[src/rtl/updown_count_sequencer_if.sv]
// Command, configuration and status bundle between the front panel and the
// up/down count sequencer.
interface updown_count_sequencer_if #(
  parameter int WIDTH = 8
);
  logic             tick;
  logic             start;
  logic             stop;
  logic             step;
  logic             load;
  logic             dir_sel;
  logic [1:0]       mode;
  logic [WIDTH-1:0] load_val;
  logic [WIDTH-1:0] lo;
  logic [WIDTH-1:0] hi;
  logic [WIDTH-1:0] count;
  logic             dir;
  logic             running;
  logic             halted;
  logic             tc_pulse;

  modport master (
    output tick, start, stop, step, load, dir_sel, mode, load_val, lo, hi,
    input  count, dir, running, halted, tc_pulse
  );

  modport slave (
    input  tick, start, stop, step, load, dir_sel, mode, load_val, lo, hi,
    output count, dir, running, halted, tc_pulse
  );
endinterface

[src/rtl/updown_count_sequencer.sv]
// Run/stop/single-step control FSM with an up/down count between live lo/hi
// limits and a wrap, bounce or stop-at-limit boundary policy.
//
// state | meaning
// IDLE  | count held, waiting for a command
// RUN   | advance on every tick
// STEP  | advance on the next tick, then return to IDLE
// HALT  | stop-at-limit boundary reached; only start/stop/load/reset leave
module updown_count_sequencer #(
  parameter int WIDTH = 8
) (
  input  logic                    clk,
  input  logic                    reset,
  updown_count_sequencer_if.slave bus
);

  typedef enum logic [1:0] {IDLE, RUN, STEP, HALT} state_t;

  state_t           state_q, state_d;
  logic [WIDTH-1:0] count_q, count_d;
  logic             dir_q, dir_d;
  logic             running_q, running_d;
  logic             halted_q, halted_d;
  logic             tc_q, tc_d;

  logic             bad_cfg;
  logic             at_edge;
  logic             m_bounce;
  logic             m_stop;

  always_comb begin
    state_d  = state_q;
    count_d  = count_q;
    dir_d    = dir_q;
    tc_d     = 1'b0;
    bad_cfg  = (bus.lo > bus.hi);
    m_bounce = (bus.mode == 2'b01);
    m_stop   = (bus.mode == 2'b10);
    // Out-of-range counts and an inverted lo/hi window both land on the
    // boundary path, so +1/-1 can never overflow.
    at_edge  = bad_cfg || (dir_q ? (count_q >= bus.hi) : (count_q <= bus.lo));

    if (bus.load) begin
      count_d = bus.load_val;
      dir_d   = bus.dir_sel;
      state_d = IDLE;
    end else if (bus.stop) begin
      state_d = IDLE;
    end else if (bus.start) begin
      if (state_q != RUN) begin
        state_d = RUN;
        dir_d   = bus.dir_sel;
      end
    end else if (bus.step) begin
      if (state_q == IDLE) state_d = STEP;
    end else if (bus.tick && (state_q == RUN || state_q == STEP)) begin
      if (state_q == STEP) state_d = IDLE;
      if (!at_edge) begin
        count_d = dir_q ? count_q + 1'b1 : count_q - 1'b1;
      end else begin
        tc_d = 1'b1;
        if (m_stop) begin
          state_d = HALT;
        end else if (m_bounce) begin
          dir_d = ~dir_q;
          if (bus.hi > bus.lo) count_d = dir_q ? count_q - 1'b1 : count_q + 1'b1;
        end else begin
          count_d = dir_q ? bus.lo : bus.hi;
        end
      end
    end

    running_d = (state_d == RUN) || (state_d == STEP);
    halted_d  = (state_d == HALT);
  end

  always_ff @(posedge clk or posedge reset) begin
    if (reset) begin
      state_q   <= IDLE;
      count_q   <= '0;
      dir_q     <= 1'b1;
      running_q <= 1'b0;
      halted_q  <= 1'b0;
      tc_q      <= 1'b0;
    end else begin
      state_q   <= state_d;
      count_q   <= count_d;
      dir_q     <= dir_d;
      running_q <= running_d;
      halted_q  <= halted_d;
      tc_q      <= tc_d;
    end
  end

  assign bus.count    = count_q;
  assign bus.dir      = dir_q;
  assign bus.running  = running_q;
  assign bus.halted   = halted_q;
  assign bus.tc_pulse = tc_q;

endmodule

[src/flat_wrapper.sv]
// flat-port wrapper written by rule: the top's interface ports become plain ports
module updown_count_sequencer_flat 
#(
  parameter int WIDTH = 8
)
  (clk, reset, bus_tick, bus_start, bus_stop, bus_step, bus_load, bus_dir_sel, bus_mode, bus_load_val, bus_lo, bus_hi, bus_count, bus_dir, bus_running, bus_halted, bus_tc_pulse);
  updown_count_sequencer_if #(.WIDTH(WIDTH)) bus_i ();
  input  logic clk;
  input  logic reset;
  input wire logic [$bits(bus_i.tick)-1:0] bus_tick;
  input wire logic [$bits(bus_i.start)-1:0] bus_start;
  input wire logic [$bits(bus_i.stop)-1:0] bus_stop;
  input wire logic [$bits(bus_i.step)-1:0] bus_step;
  input wire logic [$bits(bus_i.load)-1:0] bus_load;
  input wire logic [$bits(bus_i.dir_sel)-1:0] bus_dir_sel;
  input wire logic [$bits(bus_i.mode)-1:0] bus_mode;
  input wire logic [$bits(bus_i.load_val)-1:0] bus_load_val;
  input wire logic [$bits(bus_i.lo)-1:0] bus_lo;
  input wire logic [$bits(bus_i.hi)-1:0] bus_hi;
  output wire logic [$bits(bus_i.count)-1:0] bus_count;
  output wire logic [$bits(bus_i.dir)-1:0] bus_dir;
  output wire logic [$bits(bus_i.running)-1:0] bus_running;
  output wire logic [$bits(bus_i.halted)-1:0] bus_halted;
  output wire logic [$bits(bus_i.tc_pulse)-1:0] bus_tc_pulse;
  assign bus_i.tick = bus_tick;
  assign bus_i.start = bus_start;
  assign bus_i.stop = bus_stop;
  assign bus_i.step = bus_step;
  assign bus_i.load = bus_load;
  assign bus_i.dir_sel = bus_dir_sel;
  assign bus_i.mode = bus_mode;
  assign bus_i.load_val = bus_load_val;
  assign bus_i.lo = bus_lo;
  assign bus_i.hi = bus_hi;
  assign bus_count = bus_i.count;
  assign bus_dir = bus_i.dir;
  assign bus_running = bus_i.running;
  assign bus_halted = bus_i.halted;
  assign bus_tc_pulse = bus_i.tc_pulse;
  updown_count_sequencer #(.WIDTH(WIDTH)) u_core (.clk(clk), .reset(reset), .bus(bus_i));
endmodule
[config.mk]
export PLATFORM = sky130hd
export DESIGN_NAME = updown_count_sequencer_flat
export DESIGN_NICKNAME = d
export VERILOG_FILES = /design/src/rtl/updown_count_sequencer_if.sv /design/src/rtl/updown_count_sequencer.sv /design/src/flat_wrapper.sv
export SDC_FILE = /design/constraint.sdc
export NUM_CORES = 1
export LEC_CHECK = 0
export ABC_AREA = 1
export CAP_MARGIN = 25
export CORE_UTILIZATION = 53
export CTS_CLUSTER_SIZE = 24
export DETAILED_ROUTE_END_ITERATION = 12
export GPL_TIMING_DRIVEN = 0
export PLACE_DENSITY = 0.82
export SETUP_SLACK_MARGIN = 0.02
export SKIP_CTS_REPAIR_TIMING = 1
export SLEW_MARGIN = 20
export SYNTH_ARGS = -nofsm -noshare
export SYNTH_HDL_FRONTEND = slang
export SYNTH_SLANG_ARGS = --single-unit
[constraint.sdc]
create_clock -name clk -period 2.6 [get_ports clk]
set_clock_uncertainty 0.15 [all_clocks]
set_input_delay 0.78 -clock clk [delete_from_list [all_inputs] [get_ports clk]]
set_output_delay 0.78 -clock clk [all_outputs]
set_load 0.01 [all_outputs]
==> impl_results.md, run 1 <==
* P&R area growth vs syn at 38.8%
* Leak at 0.00168 uW
* Initial Util at 56.3%
* Vias post-DR at ~2800
* CTS Root Cell: clkbuf_8
* Hold Crit Depth at 2
* Status: complete, no violations
* FF-to-FF path depth at 12
* Final Max Tran Viols at 0
* CTS tree: yes
* Unrepaired setup endpoints after global routing: yes
* Multi-input gate area at 1920 sq um
* FP Rows at 23
* TritonCTS Buffers at 3
* I/O Buffers at 44
* Register Area at 353 sq um
* Hold Fails Final Rpt at 0
* Post-Synth XOR/XNOR Area at approximately 1.9%
* CTS sink cnt at 14
* Crit path capture type: flop
* Drt initial violations at 273
* Synth Area in Compound Gates at between 10% and 20%
* Placed insts at 478
* First-pass GRT wire length at 10400 microns
* Max FO, Critical Path at 8
* Post-route ant nets at 0
* Avg Cell Area, Syn at 5.99 sq um
* Clock Path Buffers at 2
* Synth Area in Simple Gates at 43.6%
* Post-synthesis mux area share at 0%
* Max-Cap Viols at 0
* Max Fclk at 0.396 GHz
* Syn nets at 450
* Pin count of the biggest net entering global routing at 15
* Critical path class: in2reg
* Worst endpoint required time at between 2 and 3 ns
* Slew Limit Headroom at a little over two fifths
* Final Cycle Share at 97.2%
* Routed WL per cell at 14.5 microns
* Vias in the first global route at 2321
* Setup tns final at 0 ns
* Die height at about 68 microns
* Ports at 46
* CP arrival at ~2.6 ns
* Detail Placement HPWL at approximately 5100 microns
* Synthesized instance count at 384
* Die ar. at 4610 sq um
* Register bit total from synthesis at 14
* Final setup violation count at 0
* DRT Wirelength at 7200 microns
* DRT Pass-1 Iters at 5
* Chip width at 67.9 microns
* Clk Latency, worst-skew pair at 0.25 ns
* Initial antenna violation count at 0
* Worst Hold Class: reg2reg
* Netlist cell types at 31
* GR Util All Layers at 30.1%
* Fin nets at 515
* Antenna cell count at 0
* Synth Cell Area at 2300 sq um
* Adder-Cell Fraction of Synth Area at approximately 17%
* PD cells at around 420 nW/um^2
* Largest family of logic cells by synthesized area: simple AND/OR/NAND/NOR gates
* Final min period at between 2 and 3 ns
* Synthesis Warnings at 0
* Clock transition at path regs at 0.06 ns
* VDD IR max at 0.361 mV
* Sequential fraction of the synthesis area at approximately 15%
* Vias per inst at 5.64
* Fillcell total at 316
* Share of post-route cells with drive strength above 1 at 23.9%
* DR DRC count at 0
* Core Area at 4090 sq um
* Htree depth at 1
* Fin cells at 498
* Worst setup SP type: primary input
* Worst Tran Pin Value at 0.863 ns
* Total gr overflow at 0
* Gp weighted congestion at 0.994
layout by cell type (no fill, tap or decap), drive strengths merged:
cell type	Yosys	routed
nand2	148	148
inv	46	46
clkbuf	4	18
xnor2	1	1
a21o	2	2
dfrtp	13	13
nand4	13	13
buf	10	27
nor2	23	23
ha	32	32
nor3	1	1
o211ai	1	1
dfstp	1	1
clkdlybuf4s50	0	28
xor2	4	4
o21ai	24	24
a211oi	1	1
a31oi	1	1
nand3	42	42
a21oi	16	16
o21a	1	1
dlymetal6s2s	0	5
critical path: stages:
cell and delay, ns:
buf_2 0.13, inv_1 0.09, ha_4 0.20, a21o_1 0.18
nor2_2 0.12, nand3_2 0.10, nand2_4 0.11, nand3_4 0.11
buf_6 0.14, nand3_2 0.05, nand2_2 0.06, nor2_4 0.26
nand3_2 0.11, nand2_1 0.10
sequential cells by signal, indices dropped and copies added, names as in the netlist:
register / count
u_core.bus.halted: 1
u_core.bus.count: 8
u_core.bus.tc_pulse: 1
u_core.bus.dir: 1
u_core.bus.running: 1
u_core.state_q: 2
synth_stat cells:
cell / n / share of area (%)
nor3_1: 1 / 0.22
nand3_2: 2 / 0.87
nand4_1: 13 / 3.5
inv_1: 43 / 7.0
ha_1: 32 / 17
nand2_2: 2 / 0.54
o21a_1: 1 / 0.33
dfrtp_1: 13 / 14
o21ai_1: 4 / 0.87
o21ai_0: 20 / 4.4
nand2_4: 2 / 0.98
inv_2: 3 / 0.49
nand2_1: 144 / 23
nand3_1: 39 / 8.5
buf_4: 4 / 1.3
xor2_1: 4 / 1.5
a21o_1: 2 / 0.65
buf_6: 1 / 0.49
o211ai_1: 1 / 0.33
a21oi_2: 1 / 0.38
clkbuf_1: 4 / 0.65
xnor2_1: 1 / 0.38
nand3_4: 1 / 0.76
buf_2: 5 / 1.1
a21oi_1: 15 / 3.3
dfstp_2: 1 / 1.1
nor2_4: 1 / 0.49
a31oi_1: 1 / 0.27
nor2_1: 16 / 2.6
a211oi_1: 1 / 0.33
nor2_2: 6 / 1.6
logic make-up after synthesis:
family | count (synthesis)
fa+ha+maj | 32
buf+inv | 60
simple gates | 227
flops | 14
xor+xnor | 5
compound gates | 46
routing by layer:
layer / up-vias / part of all wire (%) / GRT usage (%)
met1: 1274 / 42 / 39.1
met4: 0 / 3.1 / 10.2
li1: 1372 / - / -
met2: 137 / 46 / 49.8
met5: - / 0 / 0
met3: 26 / 8.4 / 5.67
worst paths after layout:
path | start | end | slack [ns]
min in group asynchronous | reset | u_core.bus.halted$_DFF_PP0_ | 0.74
setup / recovery | bus_hi[7] | u_core.bus.count[2]$_DFFE_PP0P_ | 0.07
max in group asynchronous | reset | u_core.bus.count[0]$_DFFE_PP0P_ | 1.13
hold reg to reg | u_core.bus.count[0]$_DFFE_PP0P_ | u_core.bus.count[0]$_DFFE_PP0P_ | 0.48
hold / removal | u_core.bus.count[0]$_DFFE_PP0P_ | u_core.bus.count[0]$_DFFE_PP0P_ | 0.48
setup reg to reg | u_core.bus.count[7]$_DFFE_PP0P_ | u_core.bus.count[2]$_DFFE_PP0P_ | 0.14
final cells by class:
type / count / share of cell area [%]
buffer: 14 / 2.70
timing repair buffer: 60 / 17.0
tap: 50 / 1.96
sequential: 14 / 11.1
clock buffer: 4 / 1.72
multi-input combinational: 310 / 60.2
inverter: 46 / 5.41
power breakdown:
| group | internal, uW | switching, uW |
|---|---|---|
| combinational | 363 | 484 |
| clock | 134 | 85.5 |
| sequential | 241 | 49.0 |
| total | 738 | 619 |
through the flow:
step | instance area, sq um | total power [uW] | setup slack [ns] | utilization (%) | hold slack, ns
after floorplan | 2300 | 754 | 0.0734 | - | 0.450
after global placement | 2800 | 962 | -0.709 | 68.6 | 0.451
after detailed placement | 2800 | 983 | -0.706 | 68.6 | 0.492
after CTS | 2860 | 1200 | -0.449 | 70.0 | 0.505
after global routing | 3190 | 1470 | -0.0536 | 78.1 | 0.491
final | 3190 | 1360 | 0.0732 | 78.1 | 0.481
Power figures use the tool's default switching activity.
==> run 2: changes to the inputs <==
--- a/config.mk
+++ b/config.mk
@@ -6,12 +6,13 @@
 export NUM_CORES = 1
 export LEC_CHECK = 0
 export ABC_AREA = 1
-export CAP_MARGIN = 25
-export CORE_UTILIZATION = 53
+export CAP_MARGIN = 20
+export CORE_UTILIZATION = 54
 export CTS_CLUSTER_SIZE = 24
 export DETAILED_ROUTE_END_ITERATION = 12
+export DONT_BUFFER_PORTS = 1
 export GPL_TIMING_DRIVEN = 0
-export PLACE_DENSITY = 0.82
+export PLACE_DENSITY = 0.69
 export SETUP_SLACK_MARGIN = 0.02
 export SKIP_CTS_REPAIR_TIMING = 1
 export SLEW_MARGIN = 20
==> run 2 against run 1 <==
  * Total power fell by 14%
  * Critical endpoint is now u_core.bus.running$_DFF_PP0_
  * Utilization fell by 15 points
  * Clock power fell by 2%
  * Sequential power rose by 2%
  * Design area fell by 20%
  * Critical path depth fell by 4
  * Largest power group unchanged
==> impl_results.md, run 2 (synthesized netlist as in run 1, its figures left out) <==
* Initial Util at a little under three fifths
* CP bufs+invs at 2
* Ports at 46
* Crit-path slowest cell: ha_1
* Slowest stage delay, CP at 0.29 ns
* Htree depth at 1
* Routed WL per cell at 14.1 microns
* CTS tree: yes
* GR Util All Layers at 29.7%
* Vias in the first global route at 2167
* Final min period at 2.47 ns
* Worst slack, placed at -0.223 ns
* Worst setup SP type: primary input
* FP Rows at 23
* Worst Hold Class: in2async
* Gp weighted congestion at 0.902
* Clock Path Buffers at 2
* Unrepaired setup endpoints after global routing: yes
* Die height at 67.3 microns
* CTS Root Cell: clkbuf_8
* Commonest non-fill, non-tap cells in the layout: nand2_1, inv_1, nand3_1
* Fillcell total at 407
* Core Area at 4060 sq um
* CP arrival at 2.46 ns
* CTS sink cnt at 14
* Leak at between 0.001 and 0.0015 uW
* Critical path's top delay family: compound AO/OA/AOI/OAI gates
* Most common cell after layout, fill and taps aside: nand2_1
* DRT Pass-1 Iters at 5
* I/O Buffers at 0
* Die ar. at roughly 4500 sq um
* Clk Latency, worst-skew pair at 0.25 ns
* Detail Placement HPWL at 4790 microns
* First-pass GRT wire length at ~10000 microns
* Crit-path cells: inv_1, ha_1, a21oi_1, o21a_1, nand2_1, nand3_4, buf_8, nand3_1, a21oi_2, ha_1
* Vias post-DR at 2438
* Fin nets at 463
* Initial antenna violation count at 0
* Crit path capture type: flop
* Worst Tran Pin Value at approximately 0.74 ns
* DR DRC count at 0
* Status: complete, no violations
* Final Max Tran Viols at 0
* Drt initial violations at 228
* Register Area at ~360 sq um
* TritonCTS Buffers at 3
* Clock transition at path regs at 0.06 ns
* Share of post-route cells with drive strength above 1 at 13.9%
* Total gr overflow at 0
* Critical path class: in2reg
* Chip width at 67.3 microns
* DRT Wirelength at 6270 microns
* Slew Limit Headroom at 50.0%
* Max Fclk at 0.404 GHz
* VDD IR max at around 0.35 mV
* Max FO, Critical Path at 6
* Most frequent CP cell: ha_1
* Placed insts at about 430
* Max reg flops at 8
* Post-route worst setup slack at 0.126 ns
* Antenna cell count at 0
* Vias per inst at 5.47
* Worst endpoint required time at 2.58 ns
* Pin count of the biggest net entering global routing at 15
* Hold Fails Final Rpt at 0
* Fin cells at between 400 and 500
* Multi-input gate area at 1730 sq um
* Max-Cap Viols at 0
* Post-route ant nets at 0
* Final setup violation count at 0
* Final Cycle Share at around 95%
* P&R area growth vs syn at 10.6%
* PD cells at about 460 nW/um^2
-- run 2: cell count changes in the layout (fill, tap and decap cells not counted), moves of 9 or more --
cell and delta:
clkdlybuf4s50_1 -28, clkbuf_2 -10, ha_4 -9, nand2_1 +9, nand2_2 -9
-- run 2: worst paths after layout --
path                                                    to                            start  cells past startpoint  slack [ns]
min                        u_core.bus.count[3]$_DFFE_PP0P_                            reset                      1        0.32
min in group clk           u_core.bus.count[0]$_DFFE_PP0P_  u_core.bus.count[0]$_DFFE_PP0P_                      2        0.51
min reg2reg                u_core.bus.count[0]$_DFFE_PP0P_  u_core.bus.count[0]$_DFFE_PP0P_                      2        0.51
max reg2reg                u_core.bus.count[2]$_DFFE_PP0P_  u_core.bus.count[7]$_DFFE_PP0P_                     14        0.20
max                           u_core.bus.running$_DFF_PP0_                        bus_lo[7]                     10        0.13
max in group asynchronous  u_core.bus.count[5]$_DFFE_PP0P_                            reset                      1        1.57
-- run 2: metal layers --
metal	routed length (microns)	track usage, %
met1	3010	40.0
met2	2720	49.8
met3	497	5.24
met4	37	5.05
met5	0	0
-- run 2: where the power goes --
part           internal [uW]  switching (uW)  leakage, uW
combinational            249             402      0.00121
sequential               244            52.4     0.000176
clock                    134            81.6    0.0000288
total                    627             536      0.00142
-- run 2: final cells by class --
type	instances	area share (%)
well taps	50	2.46
plain buffers	14	3.34
repair buffers	8	2.85
flip-flops and latches	14	14.1
inverters	46	6.93
clock buffers	4	2.16
multi-input cells	310	68.1
-- run 2: stage by stage --
step           power, uW  utilization (%)  instance area (sq um)  setup TNS, ns  hold WS, ns
2_1_floorplan        754                -                   2300              0        0.450
5_1_grt             1270             62.7                   2540              0        0.367
3_3_place_gp         870             58.2                   2360         -0.521        0.510
4_1_cts             1100             59.6                   2420              0        0.333
3_5_place_dp         881             58.2                   2360         -0.552        0.509
6_report            1160             62.7                   2540              0        0.322
==> run 3: changes to the inputs <==
--- a/config.mk
+++ b/config.mk
@@ -11,7 +11,6 @@
 export CTS_CLUSTER_SIZE = 24
 export DETAILED_ROUTE_END_ITERATION = 12
 export DONT_BUFFER_PORTS = 1
-export GPL_TIMING_DRIVEN = 0
 export PLACE_DENSITY = 0.69
 export SETUP_SLACK_MARGIN = 0.02
 export SKIP_CTS_REPAIR_TIMING = 1
==> run 3 against run 2 <==
  * Critical path depth is 2 higher
  * Wire length is 5.9% lower
  * Non-clock buffer count decreased by 4
  * Count of clock-buffer cells in the layout stayed put
  * Global-route usage decreased by 0.93 points
  * First-iteration DRC count down 46%
  * Sequential share of layout area grew 0.11 points
  * Utilization shrank 1.8 points
  * Sequential power decreased by 5%
  * Design area down 2.9%
  * Setup slack gained 0.10 ns
  * Critical endpoint unchanged
  * Largest cell class unchanged
  * Highest routed layer unchanged
==> impl_results.md, run 3 (synthesized netlist as in run 1, its figures left out) <==
* Status: complete, no violations
* Final min period at 2.37 ns
* Final Max Tran Viols at 0
* Antenna cell count at 0
* Die ar. at between 4000 and 5000 sq um
* DR DRC count at 0
* First-pass GRT wire length at just under 10000 microns
* Clock Path Buffers at 2
* Unrepaired setup endpoints after global routing: no
* Vias per inst at 5.45
* Htree depth at 1
* Total gr overflow at 0
* CP arrival at 2.36 ns
* Vias in the first global route at 2188
* PD cells at 457 nW/um^2
* Post-route ant nets at 0
* Detail Placement HPWL at 4710 microns
* Hold Fails Final Rpt at 0
* Leak at 0.00142 uW
* Worst hold slack at 0.326 ns
* Switch Pwr at about 520 uW
* Die height at between 60 and 70 microns
* Most common cell after layout, fill and taps aside: nand2_1
* DRT Pass-1 Iters at 4
* Initial antenna violation count at 0
* Core Area at about 4100 sq um
* Crit path capture type: flop
* Seq pwr share at 24.9%
* Max FO, Critical Path at 7
* Worst R2R End: u_core.bus.running$_DFF_PP0_
* Drt initial violations at 124
* Initial Util at 56.7%
* Clock share of power at approximately 20%
* Launch point of the worst path: bus_lo[3]
* Switching Share at 46.0%
* RR Startpoint: u_core.bus.count[7]$_DFFE_PP0P_
* Clock transition at path regs at 0.07 ns
* Comb pwr share at 55.4%
* Post-route worst setup slack at 0.229 ns
* FF-to-FF path depth at 11
* Chip width at ~67 microns
* Slew Limit Headroom at 51.4%
* Fin nets at 459
* Fin cells at 442
* Final setup violation count at 0
* Worst slack, placed at -0.0281 ns
* GR Util All Layers at 28.8%
* Share of post-route cells with drive strength above 1 at 10.5%
* Critical path class: in2reg
* CTS Root Cell: clkbuf_8
* FP Rows at 23
* DRT Wirelength at 5900 microns
* Commonest non-fill, non-tap cells in the layout: nand2_1, inv_1, nand3_1
* Ports at 46
* Vias post-DR at around 2400
* Clk Latency, worst-skew pair at 0.25 ns
* TritonCTS Buffers at 3
* Max reg flops at 8
* Worst setup SP type: primary input
* P_int at about 610 uW
* Max-Cap Viols at 0
* CTS sink cnt at 14
* Max Fclk at 0.422 GHz
* Gp weighted congestion at 0.946
* Reg-to-reg slack, setup at around 0.26 ns
* Worst Hold Class: in2async
* Routed WL per cell at approximately 13 microns
* I/O Buffers at 0
* CTS tree: yes
* Placed insts at 438
* Worst Tran Pin Value at 0.725 ns
* Setup crit end: u_core.bus.running$_DFF_PP0_
* Worst endpoint required time at 2.59 ns
* VDD IR max at 0.288 mV
* Pin count of the biggest net entering global routing at 20
* Final Cycle Share at 91.2%
* P&R area growth vs syn at 7.45%
run 3: changes by cell type in the layout (fill, tap and decap cells not counted), moves of 3 or more:
cell and delta:
dfrtp_2 -6, buf_2 -5, a21oi_1 +3, ha_1 +3, buf_4 +7, clkbuf_1 -4
dfrtp_1 +6
run 3: power groups by stage:
stage,logic (uW),registers (uW),clock network (uW)
floorplan,474,280,0
global placement,611,285,0
detailed placement,617,285,0
CTS,620,282,223
global route,716,285,236
finish,626,281,223
run 3: metal layers:
layer | vias up | share of wire [%] | GRT usage (%)
met2 | 80 | 43 | 47.8
met5 | - | 0 | 0
met1 | 1055 | 49 | 37.9
li1 | 1261 | - | -
met3 | 13 | 6.3 | 5.41
met4 | 0 | 2.1 | 7.71
run 3: final cells by class:
class,count,area (sq um)
multi-input combinational,310,1700
fill,404,1590
tap,50,62.6
clock buffer,4,55.1
inverter,46,173
timing repair buffer,18,135
sequential,14,352
run 3: worst min path at each step:
stage / cells past startpoint / from / slack, ns / endpoint
after global routing: 1 / reset / 0.37 / u_core.bus.count[4]$_DFFE_PP0P_
after global placement: 3 / u_core.bus.count[0]$_DFFE_PP0P_ / 0.49 / u_core.bus.count[0]$_DFFE_PP0P_
final: 1 / reset / 0.33 / u_core.bus.tc_pulse$_DFF_PP0_
after detailed placement: 3 / u_core.bus.count[0]$_DFFE_PP0P_ / 0.50 / u_core.bus.count[0]$_DFFE_PP0P_
after CTS: 1 / reset / 0.34 / u_core.bus.tc_pulse$_DFF_PP0_
after floorplan: 2 / u_core.bus.count[0]$_DFFE_PP0P_ / 0.45 / u_core.bus.count[0]$_DFFE_PP0P_
run 3: critical path, stage by stage:
cell,delay (ns)
inv_1,0.05
ha_1,0.29
nand2_1,0.08
o21ai_0,0.19
nand2_1,0.07
nand2_1,0.12
nand3_4,0.13
a21oi_2,0.18
nand2_1,0.07
nand2_1,0.06
a21oi_1,0.07
ha_1,0.27
run 3: through the flow:
stage          utilization (%)  instance area, sq um   TNS, ns  power (uW)
2_1_floorplan                -                  2300         0         754
5_1_grt                   60.9                  2470         0        1240
6_report                  60.9                  2470         0        1130
3_3_place_gp              59.6                  2420  -0.00383         895
3_5_place_dp              59.6                  2420   -0.0281         902
4_1_cts                   60.9                  2470         0        1120
